--- config.mk ---
export PLATFORM = sky130hd
export DESIGN_NAME = acq_fifo_writer
export DESIGN_NICKNAME = d
export VERILOG_FILES = /design/src/rtl/acq_fifo_writer.sv
export SDC_FILE = /design/constraint.sdc
export NUM_CORES = 1
export LEC_CHECK = 0
export BUFFER_PORTS_ARGS = -buffer_cell sky130_fd_sc_hd__buf_2
export CAP_MARGIN = 0
export CELL_PAD_IN_SITES_DETAIL_PLACEMENT = 1
export CELL_PAD_IN_SITES_GLOBAL_PLACEMENT = 1
export CORE_AREA = 2 2 156 158
export CTS_CLUSTER_SIZE = 24
export DETAILED_ROUTE_END_ITERATION = 10
export DIE_AREA = 0 0 158 160
export PLACE_DENSITY = 0.69
export SETUP_SLACK_MARGIN = 0.05
export SLEW_MARGIN = 15
export SYNTH_ARGS = -nofsm -noshare
export SYNTH_HDL_FRONTEND = slang
export SYNTH_SLANG_ARGS = --single-unit
--- constraint.sdc ---
create_clock -name CLK -period 7.1 [get_ports CLK]
set_input_delay 0.71 -clock CLK [delete_from_list [all_inputs] [get_ports CLK]]
set_output_delay 0.71 -clock CLK [all_outputs]
set_load 0.01 [all_outputs]
--- src/rtl/acq_fifo_writer.sv ---
// acq_fifo_writer: after a synchronised start, drops SKIP_LEN settling samples, then writes DLEN ADC samples into the FIFO.
module acq_fifo_writer #(
    parameter int DATA_W       = 16,
    parameter int SYNC_REG_LEN = 2,
    parameter int SKIP_LEN     = 7
) (
    input  logic              CLK,
    input  logic              RST,
    input  logic              ASYNC_START,
    input  logic [31:0]       DLEN,
    input  logic [DATA_W-1:0] ADC_DATA,
    input  logic              ADC_VALID,
    input  logic              FIFO_AFULL,
    output logic              FIFO_WREN,
    output logic [DATA_W-1:0] FIFO_WDATA,
    output logic              DONE,
    output logic              BUSY,
    output logic              OVERFLOW,
    output logic [31:0]       WR_CNT
);
    localparam logic [1:0] IDLE = 2'd0, SKIP = 2'd1, WRITE = 2'd2, FIN = 2'd3;
    localparam logic [31:0] SKIP_LAST = SKIP_LEN > 0 ? 32'(SKIP_LEN - 1) : 32'd0;
    logic [SYNC_REG_LEN-1:0] sync_q;
    logic [31:0] dlen_meta_q, dlen_r_q;
    logic [1:0] state_q, state_d;
    logic token_q, token_d, wren_q, wren_d, done_q, done_d, busy_q, busy_d, ovf_q, ovf_d;
    logic [DATA_W-1:0] wdata_q, wdata_d;
    logic [31:0] len_q, len_d, wr_cnt_q, wr_cnt_d, skip_cnt_q, skip_cnt_d;
    logic sync_start;
    assign sync_start = sync_q[SYNC_REG_LEN-1];
    assign FIFO_WREN  = wren_q;
    assign FIFO_WDATA = wdata_q;
    assign DONE       = done_q;
    assign BUSY       = busy_q;
    assign OVERFLOW   = ovf_q;
    assign WR_CNT     = wr_cnt_q;
    always_comb begin
        state_d    = state_q;
        token_d    = token_q;
        len_d      = len_q;
        wr_cnt_d   = wr_cnt_q;
        ovf_d      = ovf_q;
        done_d     = done_q;
        busy_d     = busy_q;
        skip_cnt_d = skip_cnt_q;
        wren_d     = 1'b0;
        wdata_d    = wdata_q;
        case (state_q)
            IDLE: begin
                // TOKEN freezes outside IDLE so a start still held on return cannot retrigger
                token_d = sync_start;
                if (sync_start && !token_q) begin
                    len_d      = dlen_r_q;
                    wr_cnt_d   = 32'd0;
                    ovf_d      = 1'b0;
                    done_d     = 1'b0;
                    busy_d     = 1'b1;
                    skip_cnt_d = 32'd0;
                    state_d    = dlen_r_q == 32'd0 ? FIN : (SKIP_LEN > 0 ? SKIP : WRITE);
                end
            end
            SKIP: if (ADC_VALID) begin
                skip_cnt_d = skip_cnt_q + 32'd1;
                state_d    = skip_cnt_q == SKIP_LAST ? WRITE : SKIP;
            end
            WRITE: begin
                if (ADC_VALID && !FIFO_AFULL) begin
                    wren_d   = 1'b1;
                    wdata_d  = ADC_DATA;
                    wr_cnt_d = wr_cnt_q + 32'd1;
                    state_d  = wr_cnt_q + 32'd1 == len_q ? FIN : WRITE;
                end else if (ADC_VALID) begin
                    ovf_d = 1'b1;
                end
            end
            FIN: begin
                done_d  = 1'b1;
                busy_d  = 1'b0;
                state_d = IDLE;
            end
            default: state_d = IDLE;
        endcase
    end
    always_ff @(posedge CLK or posedge RST) begin
        if (RST) begin
            sync_q      <= '0;
            dlen_meta_q <= '0;
            dlen_r_q    <= '0;
            state_q     <= IDLE;
            token_q     <= 1'b0;
            len_q       <= '0;
            wr_cnt_q    <= '0;
            ovf_q       <= 1'b0;
            done_q      <= 1'b1;
            busy_q      <= 1'b0;
            skip_cnt_q  <= '0;
            wren_q      <= 1'b0;
            wdata_q     <= '0;
        end else begin
            sync_q      <= {sync_q[SYNC_REG_LEN-2:0], ASYNC_START};
            dlen_meta_q <= DLEN;
            dlen_r_q    <= dlen_meta_q;
            state_q     <= state_d;
            token_q     <= token_d;
            len_q       <= len_d;
            wr_cnt_q    <= wr_cnt_d;
            ovf_q       <= ovf_d;
            done_q      <= done_d;
            busy_q      <= busy_d;
            skip_cnt_q  <= skip_cnt_d;
            wren_q      <= wren_d;
            wdata_q     <= wdata_d;
        end
    end
endmodule

==> impl_metrics.xml, run 1 <==
<?xml version="1.0" encoding="UTF-8"?>
<metrics>
  <group name="run_status">
    <metric name="status" unit="">finished clean</metric>
  </group>
  <group name="clocking">
    <metric name="cts-buffers-inserted" unit="">17</metric>
    <metric name="worst_setup_hold_path_clk_slew" unit="ps">70</metric>
    <metric name="clock_buffer_depth" unit="">2</metric>
    <metric name="post_cts_buffers" unit="">0</metric>
    <metric name="clk_latency" unit="ps">440</metric>
    <metric name="tritoncts" unit="">done</metric>
    <metric name="cts.repair.resized" unit="">0</metric>
    <metric name="clock_sinks" unit="">185</metric>
    <metric name="ctsHtreeMaxLevel" unit="">4</metric>
    <metric name="clock_tree.root_cell" unit="">sky130_fd_sc_hd__clkbuf_16</metric>
    <metric name="hold_buf_cts" unit="">0</metric>
  </group>
  <group name="grt">
    <metric name="first_global_vias" unit="">6289</metric>
    <metric name="number_of_antenna_violations_at_the_first_check_in_global_routing" unit="">0</metric>
    <metric name="gr-usage-all-layers" unit="%">17.11</metric>
    <metric name="grt_start_max_net_pins" unit="">116</metric>
    <metric name="global_route.overflow_total" unit="">0</metric>
    <metric name="first_pass_grt_wire_length" unit="um">33690</metric>
  </group>
  <group name="worst_setup_path">
    <metric name="timing.critical_path.required" unit="ps">7480</metric>
    <metric name="crit_path_cell_trace" unit="">inv_1 -&gt; nand4_1 -&gt; inv_1 -&gt; buf_4 -&gt; nor2_1 -&gt; buf_4 -&gt; o21ai_0 -&gt; a21bo_2</metric>
    <metric name="setup.worst_path.end_class" unit="">flop</metric>
    <metric name="path_max_fanout" unit="">22</metric>
    <metric name="setup.worst_path.class" unit="">flop to flop</metric>
    <metric name="critical-path-slowest-cell" unit="">sky130_fd_sc_hd__dfrtp_1</metric>
    <metric name="critical_path.startpoint_type" unit="">flop</metric>
    <metric name="critPathMaxStageDelay" unit="ps">600</metric>
    <metric name="worst-endpoint-arrival" unit="ps">3390</metric>
  </group>
  <group name="detailed_routing">
    <metric name="detailedRoute.firstPassIterationCount" unit="">4</metric>
    <metric name="drt.antenna.violating_nets" unit="">0</metric>
    <metric name="routedWlPerCell" unit="um">17.28</metric>
    <metric name="route.final.wire_length" unit="um">20540</metric>
    <metric name="drc" unit="">0</metric>
    <metric name="num_vias" unit="">6048</metric>
    <metric name="viasPerCell" unit="">5.087</metric>
    <metric name="dr.first_iter.drc_count" unit="">302</metric>
  </group>
  <group name="synth">
    <metric name="synth-seq-cells" unit="">185</metric>
    <metric name="leading_post_synthesis_cells_by_cell_area" unit="">sky130_fd_sc_hd__dfrtp_1 57%, sky130_fd_sc_hd__mux2_2 4.6%, sky130_fd_sc_hd__xnor2_1 4.4%</metric>
    <metric name="seq_area_frac_synth" unit="%">56.96</metric>
    <metric name="synthFlopType" unit="">sky130_fd_sc_hd__dfrtp_1</metric>
    <metric name="post_synth_inst_count" unit="">757</metric>
    <metric name="synthDominantAreaCellType" unit="">sky130_fd_sc_hd__dfrtp_1</metric>
    <metric name="syn-cell-area" unit="um^2">8129</metric>
    <metric name="postSynthAreaPerCell" unit="um^2">10.74</metric>
    <metric name="netlist.area_leader.share" unit="%">56.64</metric>
    <metric name="synthesis.yosys.warnings" unit="">0</metric>
    <metric name="syn_nets" unit="">813</metric>
    <metric name="ys_types" unit="">56</metric>
    <metric name="synth-edff-count" unit="">0</metric>
    <metric name="synth-async-reset-ratio" unit="%">100.0</metric>
  </group>
  <group name="cells_and_area">
    <metric name="finalNetCount" unit="">908</metric>
    <metric name="layout_cells_sized_above_1" unit="%">22.08</metric>
    <metric name="syn_to_final_growth" unit="%">17.75</metric>
    <metric name="n_antenna_cell" unit="">0</metric>
  </group>
  <group name="power_and_ir_drop">
    <metric name="cellLeakagePower" unit="nW">4.311</metric>
    <metric name="ir_drop" unit="mV">0.1436</metric>
    <metric name="p_per_area" unit="nW/um^2">294.1</metric>
    <metric name="post-layout-total-power" unit="mW">2.815</metric>
  </group>
  <group name="floorplan">
    <metric name="die_w" unit="um">158</metric>
    <metric name="io-pin-count" unit="">105</metric>
    <metric name="initial_cell_density_of_the_core" unit="%">34.13</metric>
    <metric name="floorplan.rows" unit="">57</metric>
    <metric name="die_area" unit="um^2">25280</metric>
    <metric name="placeableCoreArea" unit="um^2">23820</metric>
    <metric name="die_height" unit="um">160</metric>
  </group>
  <group name="timing">
    <metric name="timing.max_slew.rel_slack" unit="%">39.58</metric>
    <metric name="clock.fmax" unit="GHz">0.3325</metric>
    <metric name="worstMarginPinSlew" unit="ps">906.3</metric>
    <metric name="final-setup-viol-count" unit="">0</metric>
    <metric name="timing_hold_violations_final" unit="">0</metric>
    <metric name="post-route-min-period" unit="ps">3008</metric>
    <metric name="finalCritPeriodShare" unit="%">42.36</metric>
    <metric name="finClkSkew" unit="ps">12.54</metric>
    <metric name="post_layout_worst_setup_margin" unit="ps">4092</metric>
    <metric name="final-max-slew-violation-count" unit="">0</metric>
    <metric name="rsz0062_at_grt" unit="">no</metric>
    <metric name="final.setup.tns" unit="ps">0</metric>
  </group>
  <group name="job">
    <metric name="maxCapViolCount" unit="">0</metric>
  </group>
  <group name="place">
    <metric name="dpl.hpwl" unit="um">14610</metric>
    <metric name="gpl.final_weighted_congestion" unit="">0.8011</metric>
    <metric name="pre_cts_slack" unit="ps">4061</metric>
    <metric name="placement.io_buffers" unit="">104</metric>
  </group>
  <group name="min_path">
    <metric name="timing.hold.worst.class" unit="">flop to flop</metric>
  </group>
</metrics>
==> worst max-delay path: cells and delay by family (launching register included) <==
kind	cells	cell delay (ps)
buffers and inverters	4	1200
AOI/OAI and AO/OA	2	310
DFF	1	600
and+or+nand+nor	2	830
==> report_power, final <==
| part | internal (mW) | total, mW | switching, mW |
|---|---|---|---|
| registers | 1.20 | 1.35 | 0.148 |
| clock network | 0.507 | 0.972 | 0.465 |
| logic | 0.250 | 0.491 | 0.241 |
| total | 1.96 | 2.81 | 0.854 |
==> synth_stat cells (4+ instances only) <==
| library cell | n |
|---|---|
| sky130_fd_sc_hd__o21ai_0 | 61 |
| sky130_fd_sc_hd__o31ai_1 | 14 |
| sky130_fd_sc_hd__or3_1 | 11 |
| sky130_fd_sc_hd__nand4_1 | 24 |
| sky130_fd_sc_hd__and3_1 | 8 |
| sky130_fd_sc_hd__nand2_1 | 90 |
| sky130_fd_sc_hd__xnor2_1 | 41 |
| sky130_fd_sc_hd__xor2_1 | 27 |
| sky130_fd_sc_hd__a22o_1 | 4 |
| sky130_fd_sc_hd__nor2_1 | 62 |
| sky130_fd_sc_hd__buf_2 | 8 |
| sky130_fd_sc_hd__and2_1 | 8 |
| sky130_fd_sc_hd__inv_1 | 12 |
| sky130_fd_sc_hd__a31oi_1 | 8 |
| sky130_fd_sc_hd__nand2b_1 | 4 |
| sky130_fd_sc_hd__and4_1 | 11 |
| sky130_fd_sc_hd__nand3_1 | 28 |
| sky130_fd_sc_hd__dfrtp_1 | 184 |
| sky130_fd_sc_hd__nor3_1 | 9 |
| sky130_fd_sc_hd__nor4_1 | 22 |
| sky130_fd_sc_hd__a21oi_1 | 17 |
| sky130_fd_sc_hd__mux2_2 | 33 |
| sky130_fd_sc_hd__clkbuf_1 | 22 |
==> layer usage <==
| metal | GRT usage [%] | up-vias | wire length [um] |
|---|---|---|---|
| met1 | 23.41 | 3058 | 9472 |
| met4 | 5.979 | 0 | 416 |
| met2 | 26.92 | 112 | 9752 |
| met3 | 3.636 | 20 | 901 |
| li1 | - | 2858 | - |
| met5 | 0 | - | 0 |
==> area by class of cell <==
| cell class | instances | area (um^2) |
|---|---|---|
| fill | 2704 | 14250 |
| sequential | 185 | 4631 |
| multi-input combinational | 526 | 3316 |
| timing repair buffer | 110 | 565.5 |
| clock buffer | 18 | 429.2 |
| tap | 324 | 405.4 |
| clock inverter | 14 | 172.7 |
| inverter | 12 | 52.55 |
==> layout by cell type, fill, tap and decap left out, types with 6 or more instances in the layout <==
cell type and count:
sky130_fd_sc_hd__nand3_1 28, sky130_fd_sc_hd__o31ai_1 14, sky130_fd_sc_hd__xnor2_1 41, sky130_fd_sc_hd__buf_2 104, sky130_fd_sc_hd__a21oi_1 17, sky130_fd_sc_hd__inv_1 11
sky130_fd_sc_hd__mux2_2 33, sky130_fd_sc_hd__and2_1 8, sky130_fd_sc_hd__xor2_1 27, sky130_fd_sc_hd__nand4_1 24, sky130_fd_sc_hd__nor2_1 61, sky130_fd_sc_hd__nand2_1 90
sky130_fd_sc_hd__a31oi_1 8, sky130_fd_sc_hd__and4_1 11, sky130_fd_sc_hd__o21ai_0 61, sky130_fd_sc_hd__or3_1 11, sky130_fd_sc_hd__nor3_1 9, sky130_fd_sc_hd__clkbuf_16 17
sky130_fd_sc_hd__buf_4 6, sky130_fd_sc_hd__nor4_1 22, sky130_fd_sc_hd__and3_1 8, sky130_fd_sc_hd__dfrtp_1 184, sky130_fd_sc_hd__inv_8 7
==> through the flow <==
| stage | hold WS (ps) | util (%) | std cells | cell area [um^2] |
|---|---|---|---|---|
| after detailed placement | 336.2 | 37.66 | 1157 | 8970 |
| final | 347.4 | 40.18 | 1189 | 9572 |
| after global routing | 338.9 | 40.18 | 1189 | 9572 |
| after floorplan | 331.2 | - | 757 | 8129 |
| after CTS | 346.6 | 40.18 | 1189 | 9572 |
| after global placement | 333.7 | 37.66 | 1157 | 8970 |
==> cells by family after synthesis <==
group | after synthesis | share of synthesized area (%)
and+or+nand+nor | 293 | 18.29
DFF | 185 | 56.96
AOI/OAI and AO/OA | 126 | 9.681
xor gates and xnor gates | 68 | 7.326
buffers and inverters | 46 | 2.340
muxes | 36 | 4.941
adders and majority gates | 3 | 0.4618
==> state kept, by name (all words and copies together) (netlist names) <==
signal and flops:
FIFO_WREN 1, dlen_meta_q 32, len_q 32, DONE 1
dlen_r_q 32, sync_q 2, OVERFLOW 1, WR_CNT 32
FIFO_WDATA 16, state_q 2, skip_cnt_q 32, token_q 1
BUSY 1
==> path summary, 6_finish.rpt <==
check / from / end / slack [ps] / depth (start not counted)
worst min-delay path: dlen_meta_q[19] / dlen_r_q[19] / 350 / 0
min in group asynchronous: RST / dlen_meta_q[12] / 390 / 2
worst max-delay path: state_q[0] / WR_CNT[16] / 4090 / 8
max in group asynchronous: RST / dlen_meta_q[6] / 5190 / 3
worst max register to register: state_q[0] / WR_CNT[16] / 4090 / 8
worst min register to register: dlen_meta_q[19] / dlen_r_q[19] / 350 / 0
(Power assumes the default switching activity.)
==> inputs of run 2 (changes only) <==
==> constraint.sdc (replaced) <==
create_clock -name CLK -period 2.9 [get_ports CLK]
set_input_delay 0.29 -clock CLK [delete_from_list [all_inputs] [get_ports CLK]]
set_output_delay 0.29 -clock CLK [all_outputs]
set_load 0.01 [all_outputs]
==> impl_metrics.xml, run 2 (same netlist as run 1, synthesis figures left out) <==
<?xml version="1.0" encoding="UTF-8"?>
<metrics>
  <group name="grt">
    <metric name="first_global_vias" unit="">6257</metric>
    <metric name="first_pass_grt_wire_length" unit="um">34220</metric>
    <metric name="gr-usage-all-layers" unit="%">17.41</metric>
    <metric name="grt_start_max_net_pins" unit="">101</metric>
    <metric name="number_of_antenna_violations_at_the_first_check_in_global_routing" unit="">0</metric>
    <metric name="global_route.overflow_total" unit="">0</metric>
  </group>
  <group name="cells_and_area">
    <metric name="final_cells" unit="">1238</metric>
    <metric name="seqCellArea" unit="um^2">4632</metric>
    <metric name="syn_to_final_growth" unit="%">23.61</metric>
    <metric name="n_antenna_cell" unit="">0</metric>
    <metric name="layout_cells_sized_above_1" unit="%">23.19</metric>
    <metric name="final_common_cell" unit="">sky130_fd_sc_hd__dfrtp_1</metric>
    <metric name="finalNetCount" unit="">958</metric>
    <metric name="final_cell_mix" unit="">183 x sky130_fd_sc_hd__dfrtp_1, 104 x sky130_fd_sc_hd__buf_2, 90 x sky130_fd_sc_hd__nand2_1</metric>
    <metric name="area_used_by_multi_input_combinational_logic" unit="um^2">3336</metric>
    <metric name="num-fill-cells" unit="">2689</metric>
    <metric name="layout_utilization" unit="%">42.18</metric>
  </group>
  <group name="detailed_routing">
    <metric name="routedWlPerCell" unit="um">17.13</metric>
    <metric name="route.final.wire_length" unit="um">21210</metric>
    <metric name="detailedRoute.firstPassIterationCount" unit="">4</metric>
    <metric name="drc" unit="">0</metric>
    <metric name="num_vias" unit="">6172</metric>
    <metric name="drt.antenna.violating_nets" unit="">0</metric>
    <metric name="dr.first_iter.drc_count" unit="">260</metric>
    <metric name="viasPerCell" unit="">4.985</metric>
  </group>
  <group name="floorplan">
    <metric name="initial_cell_density_of_the_core" unit="%">34.13</metric>
    <metric name="die_w" unit="um">158</metric>
    <metric name="placeableCoreArea" unit="um^2">23820</metric>
    <metric name="die_area" unit="um^2">25280</metric>
    <metric name="io-pin-count" unit="">105</metric>
    <metric name="floorplan.rows" unit="">57</metric>
    <metric name="die_height" unit="um">160</metric>
  </group>
  <group name="worst_setup_path">
    <metric name="regToRegEndpoint" unit="">state_q[0]</metric>
    <metric name="setup.worst_path.end_class" unit="">flop</metric>
    <metric name="timing.critical_path.required" unit="ps">3250</metric>
    <metric name="rr_worst_depth" unit="">7</metric>
    <metric name="worst-endpoint-arrival" unit="ps">2990</metric>
    <metric name="worstReg2RegStart" unit="">WR_CNT[10]</metric>
    <metric name="path_max_fanout" unit="">10</metric>
    <metric name="ff2ff_setup_slack" unit="ps">260</metric>
    <metric name="critical_path.startpoint_type" unit="">flop</metric>
    <metric name="setup.worst_path.class" unit="">flop to flop</metric>
  </group>
  <group name="min_path">
    <metric name="whs_endpoint" unit="">FIFO_WDATA[4]</metric>
    <metric name="timing.hold.worst.class" unit="">input port to flop</metric>
    <metric name="hold_path_startpoint" unit="">ADC_DATA[4]</metric>
    <metric name="timing.hold.worst_path_depth" unit="">3</metric>
  </group>
  <group name="place">
    <metric name="pre_cts_slack" unit="ps">171.6</metric>
    <metric name="gpl.final_weighted_congestion" unit="">0.8247</metric>
    <metric name="dpl.hpwl" unit="um">14590</metric>
    <metric name="placement.io_buffers" unit="">104</metric>
    <metric name="placed_cells" unit="">1171</metric>
  </group>
  <group name="power_and_ir_drop">
    <metric name="cellLeakagePower" unit="nW">4.519</metric>
    <metric name="p_per_area" unit="nW/um^2">684.1</metric>
    <metric name="ir_drop" unit="mV">0.2821</metric>
  </group>
  <group name="timing">
    <metric name="timing.max_slew.rel_slack" unit="%">63.23</metric>
    <metric name="clock.fmax" unit="GHz">0.3787</metric>
    <metric name="finalCritPeriodShare" unit="%">91.05</metric>
    <metric name="final.setup.tns" unit="ps">0</metric>
    <metric name="rsz0062_at_grt" unit="">no</metric>
    <metric name="post-route-min-period" unit="ps">2640</metric>
    <metric name="final-setup-viol-count" unit="">0</metric>
    <metric name="timing_hold_violations_final" unit="">0</metric>
    <metric name="final-max-slew-violation-count" unit="">0</metric>
    <metric name="worstMarginPinSlew" unit="ps">547.3</metric>
    <metric name="finClkSkew" unit="ps">11.87</metric>
    <metric name="post_layout_worst_setup_margin" unit="ps">259.6</metric>
  </group>
  <group name="run_status">
    <metric name="status" unit="">finished clean</metric>
  </group>
  <group name="clocking">
    <metric name="cts-buffers-inserted" unit="">17</metric>
    <metric name="ctsHtreeMaxLevel" unit="">4</metric>
    <metric name="worst_setup_hold_path_clk_slew" unit="ps">80</metric>
    <metric name="clock_buffer_depth" unit="">2</metric>
    <metric name="clk_latency" unit="ps">430</metric>
    <metric name="tritoncts" unit="">done</metric>
    <metric name="clock_sinks" unit="">185</metric>
    <metric name="clock_tree.root_cell" unit="">sky130_fd_sc_hd__clkbuf_16</metric>
  </group>
  <group name="job">
    <metric name="maxCapViolCount" unit="">0</metric>
  </group>
</metrics>
-- run 2: cell count changes in the layout (fill, tap and decap cells not counted), sizes merged --
| cell | before | now |
|---|---|---|
| clkinv | 4 | 5 |
| dlygate4sd3 | 0 | 34 |
| bufinv | 1 | 0 |
| buf | 110 | 126 |
| clkbuf | 18 | 17 |
-- run 2: worst max path at each step --
stage / end / cells after the start / startpoint
2_1_floorplan: BUSY / 1 / RST
3_3_place_gp: state_q[0] / 9 / WR_CNT[0]
3_5_place_dp: state_q[0] / 8 / WR_CNT[0]
4_1_cts: state_q[0] / 8 / WR_CNT[0]
5_1_grt: state_q[0] / 7 / WR_CNT[10]
6_report: state_q[0] / 7 / WR_CNT[10]
-- run 2: layout make-up --
type / instances / area share, %
Tap cell: 324 / 4.034
Multi-Input combinational cell: 526 / 33.20
Sequential cell: 185 / 46.10
Timing Repair Buffer: 160 / 10.46
Clock buffer: 17 / 4.234
Inverter: 12 / 0.4856
Clock inverter: 14 / 1.494
-- run 2: power breakdown --
group	switching [mW]	total, mW	internal (mW)
sequential	0.348	3.29	2.95
combinational	0.616	1.28	0.662
clock	1.15	2.30	1.15
total	2.11	6.87	4.76
-- run 2: repair_timing --
item / CTS / global route
endpoints found under the hold margin: 54 / 0
endpoints found under the setup margin: 0 / 1
hold buffers: 34 / 0
setup buffers: 0 / 2
gates resized for setup: 0 / 5
-- run 2: critical path, cell delays in order (launching register included) --
cell and delay [ps]:
sky130_fd_sc_hd__dfrtp_1 500, sky130_fd_sc_hd__nand4_1 330, sky130_fd_sc_hd__or4_4 640, sky130_fd_sc_hd__or3_1 350, sky130_fd_sc_hd__o2bb2ai_1 140, sky130_fd_sc_hd__a22oi_1 190
sky130_fd_sc_hd__nand4_1 150, sky130_fd_sc_hd__o31ai_1 260
-- run 2: routing by layer --
metal	GRT usage [%]	vias to the layer above	part of all wire, %
met2	27.98	90	48
li1	-	2958	-
met1	23.99	3109	47
met3	3.365	15	3.3
met5	0	-	0
met4	4.996	0	1.4
-- run 2: through the flow --
stage	area, um^2	hold slack [ps]	power [mW]
6_report	10050	42.43	6.874
3_3_place_gp	9096	334.1	4.557
2_1_floorplan	8133	321.4	4.164
4_1_cts	10010	25.46	6.957
5_1_grt	10050	35.96	7.243
3_5_place_dp	9096	335.8	4.593
==> inputs of run 3 (changes only) <==
--- a/config.mk
+++ b/config.mk
@@ -9,11 +9,12 @@
 export CAP_MARGIN = 0
 export CELL_PAD_IN_SITES_DETAIL_PLACEMENT = 1
 export CELL_PAD_IN_SITES_GLOBAL_PLACEMENT = 1
-export CORE_AREA = 2 2 156 158
+export CORE_AREA = 2 2 119 207
 export CTS_CLUSTER_SIZE = 24
 export DETAILED_ROUTE_END_ITERATION = 10
-export DIE_AREA = 0 0 158 160
+export DIE_AREA = 0 0 121 209
 export PLACE_DENSITY = 0.69
+export REMOVE_ABC_BUFFERS = 1
 export SETUP_SLACK_MARGIN = 0.05
 export SLEW_MARGIN = 15
 export SYNTH_ARGS = -nofsm -noshare
==> impl_metrics.xml, run 3 (same netlist as run 1, synthesis figures left out) <==
<?xml version="1.0" encoding="UTF-8"?>
<metrics>
  <group name="timing">
    <metric name="clock.fmax" unit="GHz">0.3745</metric>
    <metric name="finClkSkew" unit="ps">9.544</metric>
    <metric name="finalCritPeriodShare" unit="%">92.09</metric>
    <metric name="fin_worst_hold_slack" unit="ps">33.49</metric>
    <metric name="final-setup-viol-count" unit="">0</metric>
    <metric name="final-max-slew-violation-count" unit="">0</metric>
    <metric name="timing.max_slew.rel_slack" unit="%">61.13</metric>
    <metric name="post-route-min-period" unit="ps">2671</metric>
    <metric name="rsz0062_at_grt" unit="">no</metric>
    <metric name="worstMarginPinSlew" unit="ps">583.0</metric>
    <metric name="timing_hold_violations_final" unit="">0</metric>
  </group>
  <group name="worst_setup_path">
    <metric name="crit_path_start" unit="">WR_CNT[3]</metric>
    <metric name="worstReg2RegStart" unit="">WR_CNT[3]</metric>
    <metric name="crit_path_frequent_cell" unit="">sky130_fd_sc_hd__nand4_1</metric>
    <metric name="critPathMaxStageDelay" unit="ps">540</metric>
    <metric name="regToRegEndpoint" unit="">state_q[0]</metric>
    <metric name="critical_path.startpoint_type" unit="">flop</metric>
    <metric name="setup.worst_path.class" unit="">flop to flop</metric>
    <metric name="rr_worst_depth" unit="">8</metric>
    <metric name="crit_path_cell_trace" unit="">nand4_1 -&gt; or3_1 -&gt; buf_4 -&gt; nor3_2 -&gt; xnor2_1 -&gt; nor3_1 -&gt; nand4_1 -&gt; o31ai_1</metric>
    <metric name="worstSetupEndpoint" unit="">state_q[0]</metric>
    <metric name="path_max_fanout" unit="">10</metric>
    <metric name="critical-path-slowest-cell" unit="">sky130_fd_sc_hd__dfrtp_1</metric>
    <metric name="setup.worst_path.end_class" unit="">flop</metric>
    <metric name="worst-endpoint-arrival" unit="ps">3020</metric>
    <metric name="ff2ff_setup_slack" unit="ps">230</metric>
    <metric name="timing.critical_path.required" unit="ps">3250</metric>
  </group>
  <group name="power_and_ir_drop">
    <metric name="clock_power_share" unit="%">34.3</metric>
    <metric name="post-layout-total-power" unit="mW">7.010</metric>
    <metric name="ir_drop" unit="mV">0.4056</metric>
    <metric name="p_per_area" unit="nW/um^2">693.3</metric>
    <metric name="cellLeakagePower" unit="nW">4.566</metric>
    <metric name="switching_share" unit="%">28.92</metric>
    <metric name="cell_internal_pwr" unit="mW">4.983</metric>
    <metric name="seq_power_share" unit="%">47.0</metric>
    <metric name="p_sw" unit="mW">2.027</metric>
    <metric name="share_comb_of_total_power" unit="%">18.7</metric>
  </group>
  <group name="clocking">
    <metric name="clock_tree.root_cell" unit="">sky130_fd_sc_hd__clkbuf_16</metric>
    <metric name="clk_latency" unit="ps">450</metric>
    <metric name="worst_setup_hold_path_clk_slew" unit="ps">70</metric>
    <metric name="post_cts_buffers" unit="">0</metric>
    <metric name="ctsHtreeMaxLevel" unit="">4</metric>
    <metric name="clock_sinks" unit="">185</metric>
    <metric name="cts-buffers-inserted" unit="">17</metric>
    <metric name="clock_buffer_depth" unit="">2</metric>
    <metric name="tritoncts" unit="">done</metric>
  </group>
  <group name="floorplan">
    <metric name="floorplan.rows" unit="">75</metric>
    <metric name="die_area" unit="um^2">25290</metric>
    <metric name="io-pin-count" unit="">105</metric>
    <metric name="initial_cell_density_of_the_core" unit="%">34.24</metric>
    <metric name="die_height" unit="um">209</metric>
    <metric name="placeableCoreArea" unit="um^2">23740</metric>
    <metric name="die_w" unit="um">121</metric>
  </group>
  <group name="min_path">
    <metric name="hold_path_startpoint" unit="">ADC_DATA[9]</metric>
    <metric name="timing.hold.worst.class" unit="">input port to flop</metric>
  </group>
  <group name="place">
    <metric name="placement.io_buffers" unit="">104</metric>
    <metric name="dpl.hpwl" unit="um">16320</metric>
    <metric name="gpl.final_weighted_congestion" unit="">0.8922</metric>
    <metric name="placed_cells" unit="">1162</metric>
  </group>
  <group name="grt">
    <metric name="grt_start_max_net_pins" unit="">81</metric>
    <metric name="global_route.overflow_total" unit="">0</metric>
    <metric name="first_pass_grt_wire_length" unit="um">35670</metric>
    <metric name="number_of_antenna_violations_at_the_first_check_in_global_routing" unit="">0</metric>
    <metric name="first_global_vias" unit="">6590</metric>
    <metric name="gr-usage-all-layers" unit="%">18.49</metric>
  </group>
  <group name="detailed_routing">
    <metric name="viasPerCell" unit="">5.136</metric>
    <metric name="detailedRoute.firstPassIterationCount" unit="">4</metric>
    <metric name="drc" unit="">0</metric>
    <metric name="routedWlPerCell" unit="um">18.38</metric>
    <metric name="dr.first_iter.drc_count" unit="">250</metric>
    <metric name="drt.antenna.violating_nets" unit="">0</metric>
    <metric name="num_vias" unit="">6307</metric>
    <metric name="route.final.wire_length" unit="um">22580</metric>
  </group>
  <group name="cells_and_area">
    <metric name="layout_utilization" unit="%">42.58</metric>
    <metric name="finalNetCount" unit="">963</metric>
    <metric name="final_common_cell" unit="">sky130_fd_sc_hd__dfrtp_1</metric>
    <metric name="final_cells" unit="">1228</metric>
    <metric name="n_antenna_cell" unit="">0</metric>
    <metric name="num-fill-cells" unit="">2653</metric>
    <metric name="syn_to_final_growth" unit="%">24.37</metric>
    <metric name="layout_cells_sized_above_1" unit="%">23.48</metric>
    <metric name="final_cell_mix" unit="">182 x sky130_fd_sc_hd__dfrtp_1, 104 x sky130_fd_sc_hd__buf_2, 90 x sky130_fd_sc_hd__nand2_1</metric>
  </group>
  <group name="run_status">
    <metric name="status" unit="">finished clean</metric>
  </group>
  <group name="job">
    <metric name="maxCapViolCount" unit="">0</metric>
  </group>
</metrics>
## run 3: cell count changes in the layout (fill, tap and decap cells not counted), sizes merged
| cell | previous run | this run |
|---|---|---|
| buf | 126 | 131 |
| inv | 20 | 16 |
| bufinv | 0 | 3 |
| clkbuf | 17 | 19 |
| clkinv | 5 | 4 |
| clkinvlp | 1 | 2 |
## run 3: power groups by stage
stage	Combinational (mW)	Clock (mW)	Sequential, mW
after global routing	1.44	2.56	3.35
final	1.31	2.40	3.30
after detailed placement	1.28	0	3.35
after CTS	1.33	2.47	3.30
after global placement	1.25	0	3.33
after floorplan	0.908	0	3.24
## run 3: area by class of cell
class	count	area (um^2)	area share (%)
clock inverters	13	163.9	1.621
flip-flops and latches	185	4633	45.83
well taps	308	385.4	3.812
repair buffers	165	1114	11.01
multi-input cells	526	3328	32.92
clock buffers	19	432.9	4.282
inverters	12	52.55	0.5198
## run 3: worst min-delay path by stage
stage | end | cells after the start | slack [ps]
finish | FIFO_WDATA[9] | 3 | 30
CTS | FIFO_WDATA[13] | 3 | 10
global placement | dlen_r_q[6] | 0 | 330
detailed placement | sync_q[1] | 0 | 340
floorplan | dlen_meta_q[0] | 0 | 320
global route | FIFO_WDATA[8] | 3 | 40
## run 3: per-layer routing
metal	track usage (%)	wire length [um]	vias to the layer above
li1	-	-	2969
met1	20.67	8835	3194
met2	33.57	12350	106
met3	2.920	534	38
met4	8.861	853	0
met5	0	0	-
## run 3: worst max-delay path: cells and delay by family (launching register included)
family	cells	cell delay, ps
XOR/XNOR	1	130
flip-flops	1	540
AO/OA/AOI/OAI	1	230
AND/OR/NAND/NOR	5	1450
buffers and inverters	1	210
## run 3: timing repair
item / in CTS / in global routing
endpoints found under the setup margin: 0 / 1
resized for setup: 0 / 5
hold buffers: 34 / 0
hold endpoints to repair: 111 / 0
## run 3: through the flow
| step | worst slack (ps) | cell area, um^2 | TNS, ps |
|---|---|---|---|
| CTS | 117.9 | 10090 | 0 |
| floorplan | -2417 | 7984 | -543640 |
| finish | 229.5 | 10110 | 0 |
| global route | 60.23 | 10110 | 0 |
| global placement | 277.8 | 9158 | 0 |
| detailed placement | 93.69 | 9158 | 0 |
